--- config.mk ---
export PLATFORM = sky130hd
export DESIGN_NAME = weight_loader
export DESIGN_NICKNAME = d
export VERILOG_FILES = /design/src/rtl/weight_loader.sv
export SDC_FILE = /design/constraint.sdc
export NUM_CORES = 1
export LEC_CHECK = 0
export CAP_MARGIN = 20
export CORE_UTILIZATION = 45
export CTS_CLUSTER_SIZE = 24
export DETAILED_ROUTE_END_ITERATION = 8
export GPL_ROUTABILITY_DRIVEN = 0
export PLACE_DENSITY = 0.76
export RECOVER_POWER = 100
export SYNTH_ARGS = -nofsm -noshare
export SYNTH_HDL_FRONTEND = slang
export SYNTH_SLANG_ARGS = --single-unit
--- constraint.sdc ---
create_clock -name clk -period 2.9 [get_ports clk]
set_clock_uncertainty 0.2 [all_clocks]
set_input_delay 0.58 -clock clk [delete_from_list [all_inputs] [get_ports clk]]
set_output_delay 0.58 -clock clk [all_outputs]
set_load 0.02 [all_outputs]
--- src/rtl/weight_loader.sv ---
// Weight RAM loader: pulls signed weights over valid/ready, optionally saturates them,
// stores NUM_WEIGHTS words and serves them back through a registered read port.
module weight_loader #(
    parameter int                         DATA_W      = 16,
    parameter int                         NUM_WEIGHTS = 16,
    parameter int                         ADDR_W      = 4,
    parameter bit                         CLAMP_EN    = 1'b1,
    parameter logic signed [DATA_W-1:0]   CLAMP_MAG   = 16'sh4000
) (
    input  logic              clk,
    input  logic              rst,
    input  logic              start,
    input  logic              w_in_valid,
    input  logic [DATA_W-1:0] w_in,
    output logic              w_in_ready,
    input  logic              rd_en,
    input  logic [ADDR_W-1:0] rd_addr,
    output logic [DATA_W-1:0] rd_data,
    output logic              rd_valid,
    output logic              busy,
    output logic              done,
    output logic [ADDR_W:0]   clamp_count
);

    typedef enum logic [1:0] {
        S_IDLE,
        S_LOAD,
        S_DONE
    } state_t;

    localparam logic [ADDR_W-1:0]        LAST_ADDR = ADDR_W'(NUM_WEIGHTS - 1);
    localparam logic [ADDR_W:0]          NUM_W     = (ADDR_W + 1)'(NUM_WEIGHTS);
    localparam logic signed [DATA_W-1:0] NEG_MAG   = -CLAMP_MAG;

    state_t              state_q, state_d;
    logic [ADDR_W-1:0]   wr_addr_q, wr_addr_d;
    logic [ADDR_W:0]     clamp_count_q, clamp_count_d;
    logic [DATA_W-1:0]   rd_data_q, rd_data_d;
    logic                rd_valid_q, rd_valid_d;
    logic [DATA_W-1:0]   mem [2**ADDR_W];

    logic                transfer;
    logic                sat_hit;
    logic [DATA_W-1:0]   w_sat;

    always_comb begin
        w_sat   = w_in;
        sat_hit = 1'b0;
        if (CLAMP_EN) begin
            if ($signed(w_in) > CLAMP_MAG) begin
                w_sat   = CLAMP_MAG;
                sat_hit = 1'b1;
            end else if ($signed(w_in) < NEG_MAG) begin
                w_sat   = NEG_MAG;
                sat_hit = 1'b1;
            end
        end
    end

    // Ready is a pure state decode, so valid never feeds back into ready.
    assign transfer = (state_q == S_LOAD) && w_in_valid;

    always_comb begin
        state_d       = state_q;
        wr_addr_d     = wr_addr_q;
        clamp_count_d = clamp_count_q;
        case (state_q)
            S_IDLE, S_DONE: begin
                if (start) begin
                    state_d       = S_LOAD;
                    wr_addr_d     = '0;
                    clamp_count_d = '0;
                end
            end
            S_LOAD: begin
                if (transfer) begin
                    wr_addr_d = wr_addr_q + 1'b1;
                    if (sat_hit && (clamp_count_q != '1)) begin
                        clamp_count_d = clamp_count_q + 1'b1;
                    end
                    if (wr_addr_q == LAST_ADDR) begin
                        state_d   = S_DONE;
                        wr_addr_d = '0;
                    end
                end
            end
            default: state_d = S_IDLE;
        endcase
    end

    // Read samples the array before this edge's write lands: read-before-write.
    always_comb begin
        rd_valid_d = rd_en;
        rd_data_d  = rd_data_q;
        if (rd_en) begin
            rd_data_d = ({1'b0, rd_addr} < NUM_W) ? mem[rd_addr] : '0;
        end
    end

    always_ff @(posedge clk) begin
        if (rst) begin
            state_q       <= S_IDLE;
            wr_addr_q     <= '0;
            clamp_count_q <= '0;
            rd_data_q     <= '0;
            rd_valid_q    <= 1'b0;
        end else begin
            state_q       <= state_d;
            wr_addr_q     <= wr_addr_d;
            clamp_count_q <= clamp_count_d;
            rd_data_q     <= rd_data_d;
            rd_valid_q    <= rd_valid_d;
        end
    end

    always_ff @(posedge clk) begin
        if (!rst && transfer) begin
            mem[wr_addr_q] <= w_sat;
        end
    end

    assign w_in_ready  = (state_q == S_LOAD);
    assign busy        = (state_q == S_LOAD);
    assign done        = (state_q == S_DONE);
    assign rd_data     = rd_data_q;
    assign rd_valid    = rd_valid_q;
    assign clamp_count = clamp_count_q;

endmodule

Yosys cells after proc, flatten, opt, wreduce, memory -nomap -nowiden
Memory sizes are Yosys's and may differ from the RTL's. A register that Yosys moved wholly into a read port is not among the register bits.
Cells that the tools add are included.
{"block": "word_totals", "regBits": 12, "latchBits": 0, "mem_bits_rw": 256, "memories": 1, "output_inout_bits": 25, "elab_cells": 45, "in_bits": 25, "rom_bits": 0}
{"block": "op_classes", "reduce_logical": 10, "n_bitwise": 0, "shift": 0, "n_div": 0, "magnitude_cmp": 2, "n_mul": 0, "add_sub_neg": 2, "eq_ne": 8, "mux": 18}
{"memory": "mem", "words": 16, "width": 16, "rd": 1, "rd_clocked_by_memory_dff": 1, "write_ports": 1, "line_no": "40", "text": "logic [DATA_W-1:0] mem [2**ADDR_W];"}
{"operator": "16-bit two-way mux", "n": 2}
{"operator": "16-bit greater-than comparator (second input constant)", "n": 1}
{"operator": "16-bit by 15-bit < comparator with 1-bit output (second input constant)", "n": 1}
{"operator": "5-bit two-way mux", "n": 3}
{"operator": "4-bit two-way mux", "n": 3}
{"operator": "5-bit one-hot mux with 2 select lines", "n": 1}
{"operator": "4-bit one-hot mux with 2 select lines", "n": 1}
{"operator": "2-bit two-way mux", "n": 3}
{"operator": "2-bit by 1-bit inequality test with 1-bit output (second input constant)", "n": 3}
{"operator": "3-bit AND reduction", "n": 2}
{"operator": "5-bit by 1-bit adder with 5-bit output (second input constant)", "n": 1}
{"operator": "5-bit inequality test (second input constant)", "n": 1}
{"operator": "4-bit by 1-bit adder with 4-bit output (second input constant)", "n": 1}
{"operator": "4-bit equality test (second input constant)", "n": 1}
{"operator": "1-bit two-way mux", "n": 4}
{"operator": "2-bit one-hot mux with 2 select lines", "n": 1}
{"operator": "4-bit AND reduction", "n": 1}
{"operator": "1-bit logical AND", "n": 3}
{"operator": "2-bit by 1-bit equality test with 1-bit output (second input constant)", "n": 1}
{"operator": "2-bit equality test (second input constant)", "n": 1}
{"operator": "2-bit zero test", "n": 1}
{"operator": "2-bit inequality test (second input constant)", "n": 1}
{"operator": "2-bit nonzero test", "n": 1}
{"operator": "2-bit OR reduction", "n": 1}
{"operator": "1-bit zero test", "n": 1}

Depth between registers and ports, before layout
{"block": "logic_depth", "word_depth": 7, "mapped_depth": 7, "mapped_depth_nobuf": 6}

Worst setup path before layout
No wires, ideal clock.
{"block": "synth_path", "path_type": "input to register", "start": "input port rst", "end": "memory mem[0][0] (enable)", "stages": 4, "path_buffers": 1, "required_ps": 2291, "setup_time_ps": 409, "setup_slack_ps": 92, "arrival_time_ps": 2199, "cell_sequence": "clkbuf_1 nor2_1 nand2_1 nor3_1"}
{"block": "synth_via", "elab_chain_len": 4}
{"item": "start, declared", "line_no": "11", "text": "input logic rst,"}
{"item": "1-bit zero test", "line_no": "117", "text": "if (!rst && transfer) begin"}
{"item": "1-bit logical AND", "line_no": "117"}
{"item": "1-bit two-way mux", "line_no": "117"}
{"item": "1-bit two-way mux (implied by the code)", "line_no": "118", "text": "mem[wr_addr_q] <= w_sat;"}
{"item": "end, declared", "line_no": "40"}
No other way between the ends.

Worst setup path in the final report
{"block": "layout_path", "start": "input port w_in[1]", "end": "memory mem[6][0] (data pin)"}
{"block": "layout_via", "elab_chain_len": 3, "elab_cells_between_ends": 4, "cone_classes": "order compare: 2; mux: 2"}
{"item": "start, declared", "line_no": "14", "text": "input logic [DATA_W-1:0] w_in,"}
{"item": "16-bit by 15-bit < comparator with 1-bit output", "line_no": "53", "text": "end else if ($signed(w_in) < NEG_MAG) begin"}
{"item": "16-bit two-way mux", "line_no": "53"}
{"item": "16-bit two-way mux *", "line_no": "50", "text": "if ($signed(w_in) > CLAMP_MAG) begin"}
{"item": "net w_sat[0]", "line_no": "44", "text": "logic [DATA_W-1:0] w_sat;"}
The timed path passes the listed nets; every way through them passes the cells marked *.

==> metrics <==
status=complete, no violations; first-pass GRT wire length=38.34 mm; area grow syn2layout=18.78%; Pleak=4.715 nW; ANT nets after route=0; WL per Instance=21.83 um; slowest stage delay, CP=540 ps; DR iter-0 viols=510; Max Slew Vio Count=0; CTS tree=yes; Synth Warn #=0; post-detail-place hpwl=15.25 mm; syn nets=739; Hold-fix buffers, CTS=0; Final WS setup=199.6 ps; Async SR Flop Fraction=0%; Site Rows=57; share of cells above drive strength 1=9.375%; post_cts resized=0; Post CTS Setup Buffer Count=0; GRT overflow=0; clock buffer depth=3; final hold viol count=0; area fraction of the dominant cell type after synthesis=68.71%; dpl ws=94.26 ps; PD cells=645.4 nW/um^2; Final setup violation count=0; sequential-to-total area share from yosys stat=73.72%; maximum VDD drop=381.9 uV; Synth cell types=36; crit path DAT=2770 ps; hold path cells=2; Fmax achieved=370.3 MHz; RSZ-0062 raised after global routing=false; Area contributors post-synth=edfxtp_1 (69%), mux2i_1 (12%), dfxtp_1 (5.0%); R2R Path Start=state_q[1]; Vias=6,533; CP endpoint kind=flop; post-synthesis register bit count=284; Mapped Cells=708; clk_lat worst skew=550 ps; clock period minus worst slack=2700 ps; total power=8.577 mW; R2R Path End=mem[9][5]; worst hold-check path type=reg2reg; CP startpoint kind=primary input; First-pass DRT Iterations=5; PortBufs=49; number of diodes=0; Reg clk slew, reported paths=60 ps; Remaining DRCs=0; leading area contributor after synthesis=edfxtp_1; CTS buffer count=29; Max transition margin=36.66%; Reg2Reg Setup Slack=550 ps; number of global-route vias before repair=6,588; Mapped Area=11,190 um^2; DR vias/cell=5.651; worst path cell trace=clkdlybuf4s50_1 > nor4_1 > buf_4 > a41o_1 > clkbuf_2 > and2_0 > clkbuf_1; DIE HEIGHT=159.7 um; Synth top cells by count=edfxtp_1 (256), mux2i_1 (130), nand3_1 (53); Worst EP required=2970 ps; Die X=159.7 um; Die ar.=25,500 um^2; final wirelength=25.23 mm; initial antenna violation count=0; CP max stage cell=nor4_1; hold_ws=249.4 ps; EDFF count, synth=256; CP max FO=16; top_reg_cell synth=edfxtp_1; Clock Tree Root=clkbuf_16; Reg2Reg Depth=5; Avg Synthesized Cell Area=15.80 um^2; Initial Util=46.01%; Tightest Pin Transition=950.2 ps; gr usage total=20.12%; CTS Sinks=284; WS Path Type=in2reg; final net count=840; core area=24,320 um^2; largest net degree at the start of global routing=40; most common cell in the synthesized netlist=edfxtp_1; H-tree levels=1; I/O pin count=50; setup TNS=0 ps; MaxCap Viol Count=0; WHS Endpoint=rd_data[5]; hold wc startpoint=rd_data[5]; final worst path period share=93.12%
metrics by stage:
stage	area, um^2	cells	util [%]
after global placement	12620	1102	51.91
final	13290	1156	54.64
after CTS	13530	1156	55.65
after global routing	13290	1156	54.64
after detailed placement	12620	1102	51.91
after floorplan	11190	708	-
flip-flops by register name, indices dropped and copies added, names as in the netlist:
signal       flops
mem            256
rd_data         16
clamp_count      5
wr_addr_q        4
state_q          2
rd_valid         1
placed cells by master (no fill, tap or decap), types with 21 or more instances in the layout:
cell type | synthesis | layout
a22oi_1 | 48 | 48
clkbuf_16 | 0 | 29
dlygate4sd3_1 | 0 | 28
dfxtp_1 | 28 | 28
edfxtp_1 | 256 | 256
clkbuf_1 | 24 | 40
mux2i_1 | 130 | 130
nand2_1 | 40 | 40
nor2_1 | 22 | 21
nand3_1 | 53 | 53
logic make-up (layout without fill, tap and decap cells):
logic type,after synthesis,in the layout,synth area share (%)
AOI/OAI and AO/OA,79,79,4.876
xor gates and xnor gates,2,2,0.1566
adders and majority gates,6,6,0.6710
buffers and inverters,44,168,1.711
DFF,284,284,73.72
muxes,130,130,11.63
and+or+nand+nor,163,163,7.235
power breakdown:
group / leakage (nW) / switching, mW / internal [mW]
Sequential: 2.56 / 0.0217 / 4.51
Combinational: 1.71 / 0.322 / 0.212
Clock: 0.448 / 1.50 / 2.01
worst max-delay path, delay by kind of cell:
kind / cells / cell delay, ps
buffers and inverters: 4 / 1320
AOI/OAI and AO/OA: 1 / 150
and+or+nand+nor: 2 / 690
cell type report:
class                           instances  area, um^2
Clock buffer                           38       789.5
Clock inverter                         16       118.9
Fill cell                            1881       11030
Inverter                                4       15.01
Multi-Input combinational cell        380        2750
Sequential cell                       284        8248
Tap cell                              324       405.4
Timing Repair Buffer                  110       962.2
how the worst max path moves through the flow:
stage | depth (start not counted) | startpoint | to
floorplan | 4 | rst | mem[0][0]
global placement | 7 | w_in[1] | mem[0][12]
detailed placement | 7 | w_in[1] | mem[0][12]
CTS | 2 | state_q[0] | busy
global route | 7 | w_in[1] | mem[1][13]
finish | 7 | w_in[1] | mem[6][0]
per-layer routing:
layer | GRT usage, % | part of all wire [%]
met1 | 26.67 | 41
met2 | 32.49 | 47
met3 | 4.805 | 8.2
met4 | 7.080 | 3.3
met5 | 0 | 0
Note: power is estimated with default switching activity, not from simulation.
